**config.mk**
```make
export PLATFORM = sky130hd
export DESIGN_NAME = decode_reg
export DESIGN_NICKNAME = d
export VERILOG_FILES = /design/src/rtl/decode_reg.sv
export SDC_FILE = /design/constraint.sdc
export NUM_CORES = 1
export LEC_CHECK = 0
export CORE_ASPECT_RATIO = 0.9
export CORE_MARGIN = 5
export CORE_UTILIZATION = 45
export CTS_CLUSTER_DIAMETER = 30
export CTS_CLUSTER_SIZE = 24
export DETAILED_ROUTE_END_ITERATION = 16
export DONT_BUFFER_PORTS = 1
export GPL_TIMING_DRIVEN = 0
export PLACE_DENSITY = 0.64
export SYNTH_ARGS = -nofsm -noshare
export SYNTH_HDL_FRONTEND = slang
export SYNTH_SLANG_ARGS = --single-unit
```
**constraint.sdc**
```tcl
create_clock -name clk -period 1.7 [get_ports clk]
set_input_delay 0.425 -clock clk [delete_from_list [all_inputs] [get_ports clk]]
set_output_delay 0.425 -clock clk [all_outputs]
set_load 0.1 [all_outputs]
```
**src/rtl/decode_reg.sv**
```systemverilog
// decode_reg: decode-to-execute pipeline register for the two operand paths, with stall hold
module decode_reg #(
    parameter int unsigned       WIDTH    = 16,
    parameter logic [WIDTH-1:0]  RST_VAL1 = 16'h0000,
    parameter logic [WIDTH-1:0]  RST_VAL2 = 16'h0000
) (
    input  logic             clk,
    input  logic             rst,
    input  logic             Stall,
    input  logic [WIDTH-1:0] DataOut1In,
    input  logic [WIDTH-1:0] DataOut2In,
    output logic [WIDTH-1:0] DataOut1Out,
    output logic [WIDTH-1:0] DataOut2Out
);
    logic [WIDTH-1:0] opReg1;
    logic [WIDTH-1:0] opReg2;
    // reset wins over stall; both operands share one load enable so they never split
    always_ff @(posedge clk) begin
        if (rst) begin
            opReg1 <= RST_VAL1;
            opReg2 <= RST_VAL2;
        end else if (!Stall) begin
            opReg1 <= DataOut1In;
            opReg2 <= DataOut2In;
        end
    end
    assign DataOut1Out = opReg1;
    assign DataOut2Out = opReg2;
endmodule

```
==> results of run 1 <==
## final cells by class
type	count	area [um2]	share of cell area, %
flip-flops and latches	32	681	52.2
multi-input cells	64	440	33.8
plain buffers	7	82.6	6.33
clock buffers	7	65.1	4.99
well taps	28	35.0	2.69
## cell usage in the layout, fill, tap and decap left out
cell | netlist | final
dfxtp_2 | 0 | 32
mux2i_1 | 32 | 32
nor2_1 | 32 | 32
clkbuf_4 | 0 | 5
clkbuf_1 | 3 | 3
buf_12 | 3 | 3
clkbuf_8 | 0 | 2
buf_6 | 1 | 1
## state kept, by name, summed over array words and instances (netlist names)
register / flops
DataOut2Out: 16
DataOut1Out: 16
## report_power, final
group / total, mW / switching, mW / leakage, nW / internal (mW)
sequential: 1.16 / 0.353 / 0.275 / 0.804
combinational: 0.116 / 0.0540 / 0.286 / 0.0619
clock: 0.464 / 0.229 / 0.0374 / 0.234
## synthesized netlist by cell type
master    instances  share of area (%)
buf_12            3                5.2
buf_6             1               0.97
nor2_1           32                 10
dfxtp_1          32                 55
clkbuf_1          3               0.97
mux2i_1          32                 28
## through the flow
step / hold WS, ns / setup WS, ns
4_1_cts: 0.138 / 0.256
6_report: 0.153 / 0.274
3_3_place_gp: 0.499 / 0.323
3_5_place_dp: 0.501 / 0.317
5_1_grt: 0.130 / 0.232
2_1_floorplan: 0.497 / 0.351
## per-layer routing
layer  wire (um)  GRT usage [%]  vias up
met5           0              0        -
met4          59           8.90        0
met3         261           7.36        8
met2        1160           21.4       35
met1         781           11.2      315
li1            -              -      351
## cells by family (layout without fill, tap and decap cells)
logic type	after synthesis	count (layout)
buf+inv	7	14
flops	32	32
mux	32	32
simple gates	32	32
## final timing paths
kind / from / endpoint / slack, ns / depth (start not counted)
worst max-delay path: DataOut1Out[1] / DataOut1Out[1] / 0.27 / 0
worst min-delay path: rst / DataOut1Out[13] / 0.15 / 1
worst max register to register: DataOut2Out[10] / DataOut2Out[10] / 0.68 / 2
worst min register to register: DataOut1Out[4] / DataOut1Out[4] / 0.78 / 2
## timing repair
item                                    CTS  global route
endpoints found under the setup margin   32             0
hold buffers                              0             0
gates resized for setup                  32             0
hold endpoints to repair                  0             0
==> flow_metrics.env, run 1 <==
export IMPL_startpoint_type="flip-flop"
export IMPL_placed_area_mm2=0.00120
export IMPL_grt_pass1_vias=759
export IMPL_hold_violations=0
export IMPL_clock_sinks=32
export IMPL_routed_via_density=5.14
export IMPL_fin_skew_ns=0
export IMPL_drive_gt1_share_pct=39.1
export IMPL_die_area_mm2=0.00370
export IMPL_clk_pin_slew_ns=0.09
export IMPL_synth_compound_area_share_pct=0
export IMPL_cts_setup_buffers=0
export IMPL_finalCritPeriodShare_pct=83.9
export IMPL_finalInstanceArea_mm2=0.00130
export IMPL_power_total_mw=1.74
export IMPL_dp_cells=131
export IMPL_grt_pass1_wl_um=3510
export IMPL_arrival_ns=1.00
export IMPL_maxCapViolCount=0
export IMPL_synth_area_mux_share_pct=27.5
export IMPL_final_antenna_net_count=0
export IMPL_io_buffers=0
export IMPL_cts_tree="yes"
export IMPL_crit_required_ns=1.27
export IMPL_finalMaxSlewViolations=0
export IMPL_vdd_ir_drop_max_mv=0.941
export IMPL_syn_num_nets=138
export IMPL_fmax_ghz=0.701
export IMPL_die_height_um=58.2
export IMPL_synth_yosys_seq_area_share_pct=55.1
export IMPL_clk_latency_ns=0.32
export IMPL_status="finished, final reports clean"
export IMPL_io_pins=67
export IMPL_yosys_area_share_simple_pct=10.3
export IMPL_postSynthAreaPerCell_um2=11.3
export IMPL_cts_root_buf="clkbuf_4"
export IMPL_synth_warnings=0
export IMPL_start_util_pct=47.2
export IMPL_relSlewSlack_pct=64.5
export IMPL_cp_end_kind="output port"
export IMPL_gp_congestion=0.643
export IMPL_synth_seq_cells=32
export IMPL_finalNonFillerCells=138
export IMPL_rsz0062_at_grt="false"
export IMPL_fin_util_pct=52.8
export IMPL_area_growth_pct=12.0
export IMPL_path_class="reg2out"
export IMPL_cts_buffers=5
export IMPL_synth_cell_type_count=6
export IMPL_fin_setup_tns_ns=0
export IMPL_drt_wl_total_um=2260
export IMPL_holdCritPathClass="in2reg"
export IMPL_die_x_um=63.6
export IMPL_fill_cells=258
export IMPL_crit_fanout=2
export IMPL_htree_levels=2
export IMPL_syn_area_mm2=0.00116
export IMPL_synth_top_family_by_area="multiplexers"
export IMPL_core_area_mm2=0.00247
export IMPL_clockBufferDepth=2
export IMPL_drt_iter0_drc=21
export IMPL_first_pass_iters=2
export IMPL_finalCriticalPeriod_ns=1.43
export IMPL_grt_max_degree=11
export IMPL_wl_per_cell_um=16.4
export IMPL_synth_xor_area_share_pct=0
export IMPL_drc_errors=0
export IMPL_setup_violations=0
export IMPL_p_leak_nw=0.599
export IMPL_tightestPinTransition_ns=0.533
export IMPL_antenna_found_initial=0
export IMPL_synthCells=103
export IMPL_antennaDiodeCount=0
export IMPL_overflow=0
export IMPL_rows=17
export IMPL_p_per_area_mw_per_mm2=1330
export IMPL_track_usage_pct=12.6
export IMPL_nets=145
export IMPL_vias=709
export IMPL_hpwl_um=1720
export IMPL_synth_adder_area_share_pct=0
(Power assumes the default switching activity.)
==> run 2, diff against run 1 <==
--- a/config.mk
+++ b/config.mk
@@ -13,7 +13,7 @@
 export DETAILED_ROUTE_END_ITERATION = 16
 export DONT_BUFFER_PORTS = 1
 export GPL_TIMING_DRIVEN = 0
-export PLACE_DENSITY = 0.64
+export PLACE_DENSITY = 0.66
 export SYNTH_ARGS = -nofsm -noshare
 export SYNTH_HDL_FRONTEND = slang
 export SYNTH_SLANG_ARGS = --single-unit
==> constraint.sdc (replaced) <==
create_clock -name clk -period 1.1 [get_ports clk]
set_input_delay 0.275 -clock clk [delete_from_list [all_inputs] [get_ports clk]]
set_output_delay 0.275 -clock clk [all_outputs]
set_load 0.1 [all_outputs]
==> run 2 against run 1 <==
The run now ends with negative setup slack left. Via count grew 3.1%. Design area increased by 6.4%. Worst setup slack worse by 0.32 ns. Total power up 50%. Largest power group unchanged. Highest routed layer unchanged.
==> flow_metrics.env, run 2 (synthesis gave the netlist of run 1 again) <==
export IMPL_status="finished with violations"
export IMPL_failed_checks="negative setup slack"
export IMPL_rsz0062_at_grt="true"
export IMPL_finalMaxSlewViolations=0
export IMPL_wl_met1_um=779
export IMPL_io_buffers=0
export IMPL_fin_setup_tns_ns=-1.24
export IMPL_finalInstanceArea_mm2=0.00139
export IMPL_nets=146
export IMPL_die_area_mm2=0.00370
export IMPL_cts_buffers=5
export IMPL_power_total_mw=2.60
export IMPL_fin_util_pct=56.2
export IMPL_overflow=0
export IMPL_final_antenna_net_count=0
export IMPL_hold_violations=0
export IMPL_fill_cells=220
export IMPL_cts_tree="yes"
export IMPL_fin_skew_ns=0
export IMPL_finalCritPeriodShare_pct=104
export IMPL_path_class="reg2out"
export IMPL_crit_required_ns=0.82
export IMPL_relSlewSlack_pct=72.0
export IMPL_drc_errors=0
export IMPL_first_pass_iters=4
export IMPL_vias=731
export IMPL_r2r_cells=2
export IMPL_setup_violations=32
export IMPL_p_leak_nw=0.608
export IMPL_htree_levels=2
export IMPL_vdd_ir_drop_max_mv=1.37
export IMPL_tightestPinTransition_ns=0.421
export IMPL_worst_hold_startpoint="DataOut2In[0]"
export IMPL_clk_pin_slew_ns=0.09
export IMPL_fmax_ghz=0.874
export IMPL_dp_cells=131
export IMPL_mostFrequentLayoutCells="dfxtp_4 (32), mux2i_1 (32), nor2_1 (32), clkbuf_1 (5), clkbuf_4 (5)"
export IMPL_io_pins=67
export IMPL_holdCritPathClass="in2reg"
export IMPL_die_height_um=58.2
export IMPL_crit_fanout=2
export IMPL_hpwl_um=1680
export IMPL_arrival_ns=0.87
export IMPL_clk_latency_ns=0.32
export IMPL_cp_end_kind="output port"
export IMPL_start_util_pct=47.2
export IMPL_drt_iter0_drc=43
export IMPL_wl_per_cell_um=15.6
export IMPL_routed_via_density=5.22
export IMPL_core_area_mm2=0.00247
export IMPL_r2r_slack_ns=0.26
export IMPL_clock_sinks=32
export IMPL_wl_met2_um=1030
export IMPL_grt_pass1_wl_um=3720
export IMPL_finalCriticalPeriod_ns=1.14
export IMPL_whs_path_depth=2
export IMPL_grt_pass1_vias=801
export IMPL_multi_input_area_um2=440
export IMPL_grt_max_degree=11
export IMPL_area_growth_pct=19.2
export IMPL_register_area_um2=761
export IMPL_whs_ns=0.0938
export IMPL_rows=17
export IMPL_clockBufferDepth=2
export IMPL_place_ws_ns=0.0937
export IMPL_route_met3_wl_um=332
export IMPL_maxCapViolCount=0
export IMPL_track_usage_pct=13.1
export IMPL_top_layer="met4"
export IMPL_placed_area_mm2=0.00124
export IMPL_cts_root_buf="clkbuf_4"
export IMPL_drt_wl_total_um=2190
export IMPL_startpoint_type="flip-flop"
export IMPL_fin_ws_ns=-0.0440
export IMPL_timing_rr_end="DataOut2Out[5]"
export IMPL_die_x_um=63.6
export IMPL_regToRegStartpoint="DataOut2Out[5]"
export IMPL_p_per_area_mw_per_mm2=1870
export IMPL_min_to="DataOut2Out[0]"
export IMPL_drive_gt1_share_pct=37.5
export IMPL_crit_start="DataOut1Out[13]"
export IMPL_antennaDiodeCount=0
export IMPL_antenna_found_initial=0
export IMPL_finalNonFillerCells=140
export IMPL_gp_congestion=0.610
-- run 2: cell count changes in the layout (fill, tap and decap cells not counted), sizes merged --
| cell | before | now |
|---|---|---|
| dlygate4sd3 | 0 | 1 |
| clkbuf | 10 | 11 |
-- run 2: cell type report --
class,instances,area share (%)
buffer,7,5.95
clock buffer,8,4.24
timing repair buffer,1,0.721
tap,28,2.52
sequential,32,54.8
multi-input combinational,64,31.7
-- run 2: worst max path at each step --
stage / endpoint / slack, ns / cells after the start
floorplan: DataOut1Out[0] / 0.17 / 2
global placement: DataOut1Out[15] / 0.14 / 2
detailed placement: DataOut2Out[5] / 0.09 / 2
CTS: DataOut2Out[5] / -0.07 / 0
global route: DataOut1Out[5] / -0.1 / 0
finish: DataOut1Out[13] / -0.04 / 0
-- run 2: routing by layer --
| layer | global-route usage, % | vias to the layer above |
|---|---|---|
| li1 | - | 357 |
| met1 | 12.9 | 327 |
| met2 | 20.7 | 40 |
| met3 | 9.88 | 7 |
| met4 | 5.34 | 0 |
| met5 | 0 | - |
-- run 2: timing repair --
item / 4_1_cts / 5_1_grt
buffers inserted: 0 / 0
endpoints found under the hold margin: 2 / 0
hold buffers: 1 / 0
endpoints found under the setup margin: 32 / 32
resized for setup: 32 / 0
gates cloned: 0 / 0
-- run 2: where the power goes --
| part | switching (mW) | internal (mW) | leakage (nW) |
|---|---|---|---|
| logic | 0.0840 | 0.0979 | 0.290 |
| registers | 0.545 | 1.20 | 0.285 |
| clock network | 0.353 | 0.315 | 0.0326 |
==> run 3, diff against run 2 <==
--- a/config.mk
+++ b/config.mk
@@ -14,6 +14,7 @@
 export DONT_BUFFER_PORTS = 1
 export GPL_TIMING_DRIVEN = 0
 export PLACE_DENSITY = 0.66
+export SLEW_MARGIN = 15
 export SYNTH_ARGS = -nofsm -noshare
 export SYNTH_HDL_FRONTEND = slang
 export SYNTH_SLANG_ARGS = --single-unit
==> constraint.sdc (replaced) <==
create_clock -name clk -period 1.1 [get_ports clk]
set_input_delay 0.22 -clock clk [delete_from_list [all_inputs] [get_ports clk]]
set_output_delay 0.22 -clock clk [all_outputs]
set_load 0.1 [all_outputs]
==> results of run 3 <==
Same layout as run 2 (identical final DEF). Status: finished, final reports clean.
Main changes from that run: setup slack after layout -0.0440 ns -> 0.0110 ns; setup TNS -1.24 ns -> 0 ns; hold slack 0.0938 ns -> 0.0388 ns; number of setup violations in the final report 32 -> 0
